File: config.mk
export PLATFORM = sky130hd
export DESIGN_NAME = param_pipe_reg
export DESIGN_NICKNAME = d
export VERILOG_FILES = /design/src/rtl/param_pipe_reg.sv
export SDC_FILE = /design/constraint.sdc
export NUM_CORES = 1
export LEC_CHECK = 0
export CORE_UTILIZATION = 45
export DETAILED_ROUTE_END_ITERATION = 8
export GPL_TIMING_DRIVEN = 0
export PLACE_DENSITY = 0.81
export SLEW_MARGIN = 20
export SYNTH_ARGS = -nofsm -noshare
export SYNTH_HDL_FRONTEND = slang
export SYNTH_SLANG_ARGS = --single-unit
File: constraint.sdc
create_clock -name clk -period 2.8 [get_ports clk]
set_input_delay 0.56 -clock clk [delete_from_list [all_inputs] [get_ports clk]]
set_output_delay 0.56 -clock clk [all_outputs]
set_load 0.01 [all_outputs]
File: src/rtl/param_pipe_reg.sv
// DEPTH-stage valid/ready register pipeline with collapsing bubbles, flush and occupancy count.
// Latency DEPTH cycles; an empty stage accepts data even while the output is stalled.
module param_pipe_reg #(
  parameter int              WIDTH   = 8,
  parameter int              DEPTH   = 3,
  parameter logic [WIDTH-1:0] RST_VAL = '0,
  localparam int             CW      = $clog2(DEPTH + 1)
) (
  input  logic             clk,
  input  logic             rst,
  input  logic             flush,
  input  logic             in_valid,
  output logic             in_ready,
  input  logic [WIDTH-1:0] in_data,
  output logic             out_valid,
  input  logic             out_ready,
  output logic [WIDTH-1:0] out_data,
  output logic [CW-1:0]    count
);

  logic [DEPTH-1:0] valid_q, valid_d;
  logic [WIDTH-1:0] data_q [DEPTH];
  logic [WIDTH-1:0] data_d [DEPTH];
  logic [CW-1:0]    count_q, count_d;
  logic [DEPTH-1:0] stage_rdy;
  logic             in_fire;

  // A stage may load when it or any stage downstream of it has a hole, or the output drains.
  always_comb begin
    stage_rdy = '0;
    for (int i = 0; i < DEPTH; i++) begin
      stage_rdy[i] = out_ready;
      for (int j = i; j < DEPTH; j++) begin
        if (!valid_q[j]) stage_rdy[i] = 1'b1;
      end
    end
  end

  assign in_ready = stage_rdy[0] & ~flush & ~rst;
  assign in_fire  = in_valid & in_ready;

  always_comb begin
    valid_d = valid_q;
    data_d  = data_q;
    count_d = '0;
    if (flush) begin
      valid_d = '0;
    end else begin
      if (stage_rdy[0]) begin
        valid_d[0] = in_fire;
        if (in_fire) data_d[0] = in_data;
      end
      for (int i = 1; i < DEPTH; i++) begin
        if (stage_rdy[i]) begin
          valid_d[i] = valid_q[i-1];
          if (valid_q[i-1]) data_d[i] = data_q[i-1];
        end
      end
    end
    for (int i = 0; i < DEPTH; i++) begin
      count_d = count_d + CW'(valid_d[i]);
    end
  end

  always_ff @(posedge clk) begin
    if (rst) begin
      valid_q <= '0;
      count_q <= '0;
      for (int i = 0; i < DEPTH; i++) data_q[i] <= RST_VAL;
    end else begin
      valid_q <= valid_d;
      count_q <= count_d;
      data_q  <= data_d;
    end
  end

  assign out_valid = valid_q[DEPTH-1];
  assign out_data  = data_q[DEPTH-1];
  assign count     = count_q;

endmodule

After elaboration in Yosys (flattened, before gate mapping). Index checks and enable logic that the tools add are counted. Widths: inputs -> output; s select.

Output and inout port bits: 12. Register bits after elaboration: 29. Logic and storage cells: 25. Bits of input ports: 13.

Mux-type cells: 10. Bitwise operators: 5. Add/subtract/negate cells: 2. Reductions and logical operators: 3.

Operators with widths (count): $mux 1 (9); $reduce_and 3->1 (3); $and 1x1->1 (3); $mux 3 (1); $add 1x1->2 (1); $add 2x1->2 (1); $not 1->1 (2).

Logic depth before layout (Yosys ltp).
Word-level depth: 10. Mapped depth: 6. Mapped depth without buffers: 5.

Least setup slack after synthesis. Ideal clock, no wire load.

Path type: input-to-reg. From: input port out_ready. To: register count_q[0], in the netlist count[0]. Library setup time: 123 ps. Cell stages on the path: 6. Path slack: 1106 ps. Arrival: 1572 ps. Required time: 2677 ps. Cells stage by stage: nor2b_4 -> buf_2 -> a21oi_1 -> nor2_1 -> fa_1 -> nor2b_1.

RTL lines: start: declaration (line 16) `input logic out_ready,`; $mux 1 (2 in series) (line 34) `if (!valid_q[j]) stage_rdy[i] = 1'b1;`; $mux 1 (line 54) `if (stage_rdy[i]) begin`; $mux 3 (line 46) `if (flush) begin`; net valid_d[1] (line 21) `logic [DEPTH-1:0] valid_q, valid_d;`; $add 1x1->2 (line 61) `count_d = count_d + CW'(valid_d[i]);`; $add 2x1->2 (line 61); net count_d[0] (line 24) `logic [CW-1:0] count_q, count_d;`; end signal: assignment (line 72) `count_q <= count_d;`; end: declaration (line 24).

The timed path passes the listed nets, and every way through them passes these cells. A chain may end at the register's enable or synchronous reset.

Worst setup path in the final report.
From: input port out_ready. To: output port in_ready.

Word-level cells in the longest chain between the ends: 5.

RTL lines: $mux 1 (3 in series) (line 34); $and 1x1->1 (2 in series) (line 39) `assign in_ready = stage_rdy[0] & ~flush & ~rst;`; end: declaration (line 13) `output logic in_ready,`.

No other way between the ends.

==> flow_summary_export.csv <==
group,metric,value,unit
floorplanning,core,0.00257,mm²
synth,synth_top_cell_area_share,46.0,%
clock_tree,numCtsBuffers,5,
placement,port_buffers,23,
placement,preCtsSetupSlack,0.264,ns
cells_and_area,final_common_cell,"dfxtp_1",
power,vdd.ir_drop.worst,0.000399,V
routing,drc,0,
timing,setup_ws,0.257,ns
min_path,hold_class,"input pin to register",
setup_path,arrival,1.98,ns
cells_and_area,area_growth,25.1,%
floorplanning,die_w,55.0,µm
clock_tree,cts_setup_buffers,0,
setup_path,critPathCaptureType,"primary output",
clock_tree,post_cts_resized,0,
power,power_per_cell_area,452,mW/mm²
synth,ys_seq_area_share,46.0,%
synth,ys_ff_latch,29,
global_route,grt_overflow,0,
setup_path,cp.required,2.24,ns
timing,period_minus_slack,2.54,ns
timing,drv_slew,0,
synth,syn_inst,133,
routing,drt-total-wl,2.12,mm
synth,ys_warn_count,0,
cells_and_area,drive_above_1_share,11.6,%
setup_path,start_kind,"input pin",
setup_path,r2r_cells,6,
timing,maxSlewHeadroom,70.5,%
floorplanning,initial_utilization,49.2,%
synth,avgSynthCellArea,9.49,µm²
cells_and_area,fillerInstances,232,
timing,finalClockSkew,0.00610,ns
timing,period_share,90.8,%
clock_tree,root_buffer,"clkbuf_4",
floorplanning,fp.dieH,55.0,µm
placement,place_inst,186,
routing,ant_nets,0,
placement,place.gp.congestion,0.793,
cells_and_area,final_core_util,61.5,%
min_path,hold_depth,2,
placement,hpwl,1.65,mm
cells_and_area,fin_cells,194,
global_route,grt_first_pass_wirelength,3.59,mm
clock_tree,clock_latency,0.31,ns
power,p_leak,0.000683,µW
timing,finalHoldViolations,0,
clock_tree,cts_hold_buf,0,
placement,placed_area,0.00153,mm²
cells_and_area,post-route-cell-area,0.00158,mm²
global_route,grt_max_degree,11,
synth,synth.net_count,147,
floorplanning,die-area,0.00302,mm²
synth,syn_area,0.00126,mm²
synth,yosysTopAreaCell,"dfxtp_1",
clock_tree,cts_buffer_depth,2,
status,outcome,"complete, no violations",
routing,viasPerCell,4.71,
global_route,grt_pass1_vias,829,
cells_and_area,antennaDiodeCount,0,
clock_tree,htreeDepth,2,
routing,vias,914,
timing,rsz0062_at_grt,"false",
cells_and_area,final_nets,177,
timing,max_freq,393,MHz
routing,wl_per_cell,10.9,µm
routing,drt_pre_antenna_iters,6,
global_route,grt_usage,17.5,%
timing,fin_setup_tns,0,ns
synth,ys_types,23,
setup_path,path_max_fanout,4,
floorplanning,pin_count,25,
cells_and_area,layout_common_cells,"dfxtp_1 (29), clkdlybuf4s50_1 (23), nand2b_1 (18), mux2i_1 (16)",
floorplanning,rows,18,
clock_tree,cts_sinks,29,
timing,setup_viol,0,
timing,tightest_slew,0.440,ns
setup_path,crit_type,"input pin to primary output",
synth,synth_area_leaders,"dfxtp_1 (46%), mux2i_1 (13%), nand2b_1 (8.9%)",
job,maxCapViolCount,0,
clock_tree,clkTransAtPathRegs,0.09,ns
clock_tree,cts_tree,"done",
routing,dr.first_iter.drc_count,10,
global_route,antenna_found_initial,0,
metal layers:
layer | wire length [µm] | vias to the layer above | share of wire, % | track usage [%]
li1 | - | 490 | - | -
met4 | 10 | 0 | 0.47 | 7.50
met3 | 90 | 2 | 4.3 | 8.20
met5 | 0 | - | 0 | 0
met2 | 995 | 22 | 47 | 27.5
met1 | 1020 | 400 | 48 | 20.3
cells by family (layout without fill, tap and decap cells):
kind of cell	after synthesis	count (layout)	synth area share (%)
and+or+nand+nor	40	40	19.2
muxes	16	16	12.7
buffers and inverters	26	57	11.5
DFF	29	29	46.0
adders and majority gates	1	1	1.59
AOI/OAI and AO/OA	21	21	9.02
cell usage after synthesis, drive strengths merged:
cell     n
nor3     2
mux2i   16
buf     12
or2b     1
nor2     4
a21boi   1
fa       1
a21oi   10
nor2b    4
inv     10
and2     1
a211oi   1
nand2b  18
o21ai    8
dfxtp   29
nand4b   1
nand3    9
clkbuf   4
a211o    1
final cells by class:
type / instances / area, µm² / share of cell area [%]
tap: 30 / 37.5 / 2.38
multi-input combinational: 78 / 537 / 34.0
buffer: 16 / 108 / 6.81
inverter: 10 / 37.5 / 2.38
sequential: 29 / 581 / 36.8
clock buffer: 8 / 48.8 / 3.09
timing repair buffer: 23 / 230 / 14.6
per-stage QoR:
step,hold slack [ns],power [µW]
2_1_floorplan,0.444,466
4_1_cts,0.436,723
3_5_place_dp,0.465,492
3_3_place_gp,0.460,490
6_report,0.447,714
5_1_grt,0.424,752
report_power, final:
part / switching, µW / total [µW] / leakage (µW) / internal [µW]
Clock: 133 / 233 / 0.0000265 / 99.9
Combinational: 23.8 / 57.4 / 0.000422 / 33.6
Sequential: 3.21 / 424 / 0.000235 / 421
worst paths after layout:
check | startpoint | endpoint | slack [ns]
hold reg to reg | data_q[12] | out_data[4] | 0.48
setup reg to reg | valid_q[2] | count[0] | 1.11
setup / recovery | out_ready | in_ready | 0.26
hold / removal | flush | valid_q[1] | 0.45
critical path, stage by stage:
cell	delay, ns
clkdlybuf4s50_1	0.47
nand4b_1	0.29
and2_1	0.20
clkdlybuf4s50_1	0.47
flip-flops by register name, indices dropped and copies added (netlist names):
register  count
valid_q       3
data_q       16
count         2
out_data      8
No activity file was read; power rests on OpenSTA's default activity.
==> patch 1 (same flow settings) <==
Set the parameter `DEPTH` to 6 (it was 3).
--- a/src/rtl/param_pipe_reg.sv
+++ b/src/rtl/param_pipe_reg.sv
@@ -3,5 +3,5 @@
 module param_pipe_reg #(
   parameter int              WIDTH   = 8,
-  parameter int              DEPTH   = 3,
+  parameter int              DEPTH   = 6,
   parameter logic [WIDTH-1:0] RST_VAL = '0,
   localparam int             CW      = $clog2(DEPTH + 1)
Ports: changed (resized count); port bits go from 25 to 26. The function was not compared with the original's and may differ.
==> patch 1 against the original RTL <==
  * The run now ends with setup timing left
  * Setup slack got worse by 370 ps
  * Final area rose by 98%
  * First-iteration DRC count increased to 9.3 times the old value
  * Wire length increased by 120%
  * Sequential cell count rose by 28
  * Register-to-register slack worse by 1200 ps
  * Power increased by 130%
  * Area after synthesis up 93%
  * Sequential power grew 93%
  * Count of clock-buffer cells in the layout is 4 higher
  * Global-route usage increased by 0.52 points
  * Largest power group unchanged
  * Highest routed layer unchanged
==> patch 1: results <==
{
  "place.gp.congestion": 0.738,
  "violations": "setup timing",
  "grtUsageTotal_pct": 18.0,
  "htreeDepth": 3,
  "p_leak_nw": 1.28,
  "numCtsBuffers": 9,
  "crit_start": "valid_q[5]$_SDFF_PP0_",
  "use_met3_pct": 5.95,
  "syn_nets": 278,
  "vdd_drop_max_mv": 0.353,
  "root_buffer": "clkbuf_8",
  "synthCells": 261,
  "reg2reg_to": "count[1]$_SDFF_PP0_",
  "grt_first_pass_wirelength_um": 7630,
  "cp.arrival_ps": 3170,
  "wl_met3_um": 158,
  "reg2reg_depth": 11,
  "clock_skew_ps": 9.06,
  "grt_max_degree": 19,
  "status": "complete, but fails checks",
  "nets": 320,
  "setup_viol": 2,
  "dpl.cell_count": 355,
  "nFillCells": 433,
  "drt_iter0_drc": 93,
  "largest_reg_flops": 40,
  "wirelength_met1_um": 2020,
  "hp-class": "flop to flop",
  "grt_pass1_vias": 1745,
  "dr_wl_met2_um": 2350,
  "firstDrtPassIters": 4,
  "hold_end": "data_q[11]$_SDFFE_PP0P_",
  "use_met1_pct": 20.7,
  "fin_ws_ps": -111,
  "vias": 1863
}
[patch 1: cell types whose count changed in the layout (fill, tap and decap cells not counted), sizes merged, moves of 3 or more]
cell / unedited run / this run
clkbuf: 12 / 24
mux2i: 16 / 24
a21oi: 10 / 25
o21ai: 8 / 24
dfxtp: 29 / 57
buf: 12 / 24
inv: 10 / 6
nor2: 4 / 8
nor2b: 4 / 7
nand3: 9 / 25
nand2b: 18 / 36
[patch 1: cells by family (layout without fill, tap and decap cells)]
logic type	Yosys count	in the layout	synth area share [%]
AO/OA/AOI/OAI	57	57	13.1
buffers and inverters	34	80	7.04
multiplexers	24	24	9.86
flip-flops	57	57	46.8
AND/OR/NAND/NOR	85	85	20.1
adder cells (fa/ha/maj)	4	4	2.98
[patch 1: worst max path at each step]
| stage | endpoint | slack (ps) | cells past startpoint |
|---|---|---|---|
| 6_report | count[1]$_SDFF_PP0_ | -110 | 11 |
| 5_1_grt | count[1]$_SDFF_PP0_ | -160 | 11 |
| 4_1_cts | count[1]$_SDFF_PP0_ | -20 | 11 |
| 3_5_place_dp | count[1]$_SDFF_PP0_ | -900 | 12 |
| 3_3_place_gp | count[1]$_SDFF_PP0_ | -880 | 12 |
| 2_1_floorplan | count[1]$_SDFF_PP0_ | -160 | 11 |
[patch 1: cell type report]
class	instances	area, µm²	area share, %
Multi-Input combinational cell	170	1190	38.2
Sequential cell	57	1150	36.8
Timing Repair Buffer	33	308	9.84
Buffer	26	170	5.44
Clock buffer	12	155	4.96
Tap cell	70	87.6	2.80
Clock inverter	3	40.0	1.28
Inverter	6	22.5	0.720
[patch 1: report_power, final]
part	switching, W	total (W)	leakage [nW]	internal (W)
logic	0.0000393	0.0000833	0.713	0.0000440
clock network	0.000299	0.000750	0.102	0.000452
registers	0.00000329	0.000819	0.462	0.000815
total	0.000341	0.00165	1.28	0.00131
[patch 1: worst max-delay path, stage by stage (launching register included)]
cell	delay (ps)
dfxtp_4	360
and4b_4	230
buf_6	120
nor2_4	120
nor2_2	60
fa_1	530
inv_2	40
fa_1	480
inv_1	50
ha_2	170
fa_1	540
nor2b_4	160
[patch 1: what timing repair did]
| item | CTS | global route |
|---|---|---|
| pin swaps | 6 | 5 |
| gates cloned | 0 | 0 |
| gates resized for setup | 30 | 5 |
| buffers inserted | 8 | 1 |
| setup endpoints to repair | 4 | 3 |
[patch 1: through the flow]
stage | area, µm² | setup slack, ps | hold WS [ps] | setup TNS, ps
after floorplan | 2460 | -157 | 440 | -241
after global placement | 2790 | -875 | 451 | -2470
after detailed placement | 2790 | -902 | 456 | -2540
after CTS | 3100 | -18.0 | 456 | -18.0
after global routing | 3130 | -160 | 481 | -303
final | 3130 | -111 | 460 | -116
==> patch 2 (same flow settings) <==
Made on the original files. Reset style: asynchronous (`rst`), changed in one clocked block.
--- a/src/rtl/param_pipe_reg.sv
+++ b/src/rtl/param_pipe_reg.sv
@@ -63,5 +63,5 @@
   end
 
-  always_ff @(posedge clk) begin
+  always_ff @(posedge clk or posedge rst) begin
     if (rst) begin
       valid_q <= '0;
Check against the original RTL: differs if rst is asserted again (counterexample within 4 cycles, from zero or initial values and one cycle with rst high); with rst held inactive, the same outputs for 10 cycles.
==> patch 2 against the original RTL <==
  * Global-route usage shrank 0.19 points
  * Sequential cell count is the same
  * Wire length shrank 5.3%
  * Register-to-register slack gained 60 ps
  * Area after synthesis shrank 3.6%
  * Utilization shrank 0.44 points
  * Setup slack gained 10 ps
  * Final area shrank 2.5%
  * Die area shrank 3.4%
Power is not compared: it rests on default switching activity, and its combinational part moved more than twofold at a synthesized area within 25%.
==> patch 2: results <==
{
  "grt_first_pass_wirelength_um": 3260,
  "status": "complete, no violations",
  "wirelength_met1_um": 905,
  "netlist_top_cells_count": "29 x dfrtp_1, 16 x mux2_1, 9 x buf_4, 8 x mux2_4, 3 x nor2_1",
  "clock_skew_ps": 4.47,
  "grtUsageTotal_pct": 17.3,
  "inverters": 2,
  "dr_wl_met2_um": 952,
  "nFillCells": 203,
  "layout.nonclk_buf_share_pct": 20.0,
  "seq_area_frac_synth_pct": 59.6,
  "placed_area_mm2": 0.00149,
  "r2r_start": "valid_q[2]$_DFF_PP0_",
  "firstDrtPassIters": 4,
  "area_growth_pct": 26.5,
  "drive_above_1_share_pct": 24.8,
  "reg2reg_to": "count[0]$_DFF_PP0_",
  "nNonClkBuffers": 34,
  "hp-class": "flop to flop",
  "nClkBuffers": 7,
  "async_flop_share_pct": 100,
  "grt_pass1_vias": 752,
  "place.gp.congestion": 0.680,
  "reg2reg_depth": 4,
  "syn_nets": 93,
  "crit_fanout": 3,
  "drt_iter0_drc": 5,
  "synthTopCellsByArea": "dfrtp_1 60%, mux2_1 15%, mux2_4 9.9%, buf_4 5.5%, fa_1 1.6%",
  "whs_ps": 491,
  "viasPerCell": 4.99,
  "met2_usage_pct": 28.4,
  "nets": 123,
  "final_cell_count_no_fill": 139
}
-- patch 2: logic make-up (layout without fill, tap and decap cells) --
kind of cell	after synthesis	in the layout	synth area share, %
AO/OA/AOI/OAI	3	3	1.54
adder cells (fa/ha/maj)	1	1	1.64
buffers and inverters	13	43	6.99
flip-flops	29	29	59.6
multiplexers	24	24	24.7
AND/OR/NAND/NOR	9	9	5.55
-- patch 2: how the worst max path moves through the flow --
stage                    from  depth (start not counted)  slack, ps                endpoint
floorplan               flush                          4       1140  data_q[16]$_DFFE_PP0P_
global placement    out_ready                          4        310                in_ready
detailed placement  out_ready                          4        280                in_ready
CTS                 out_ready                          4        260                in_ready
global route        out_ready                          4        190                in_ready
finish              out_ready                          4        270                in_ready
-- patch 2: power groups by stage --
stage	clock network [W]	registers, W	logic (W)
after floorplan	0	0.000566	0.000186
after global placement	0	0.000575	0.000296
after detailed placement	0	0.000583	0.000307
after CTS	0.000263	0.000575	0.000308
after global routing	0.000285	0.000590	0.000327
final	0.000255	0.000575	0.000303
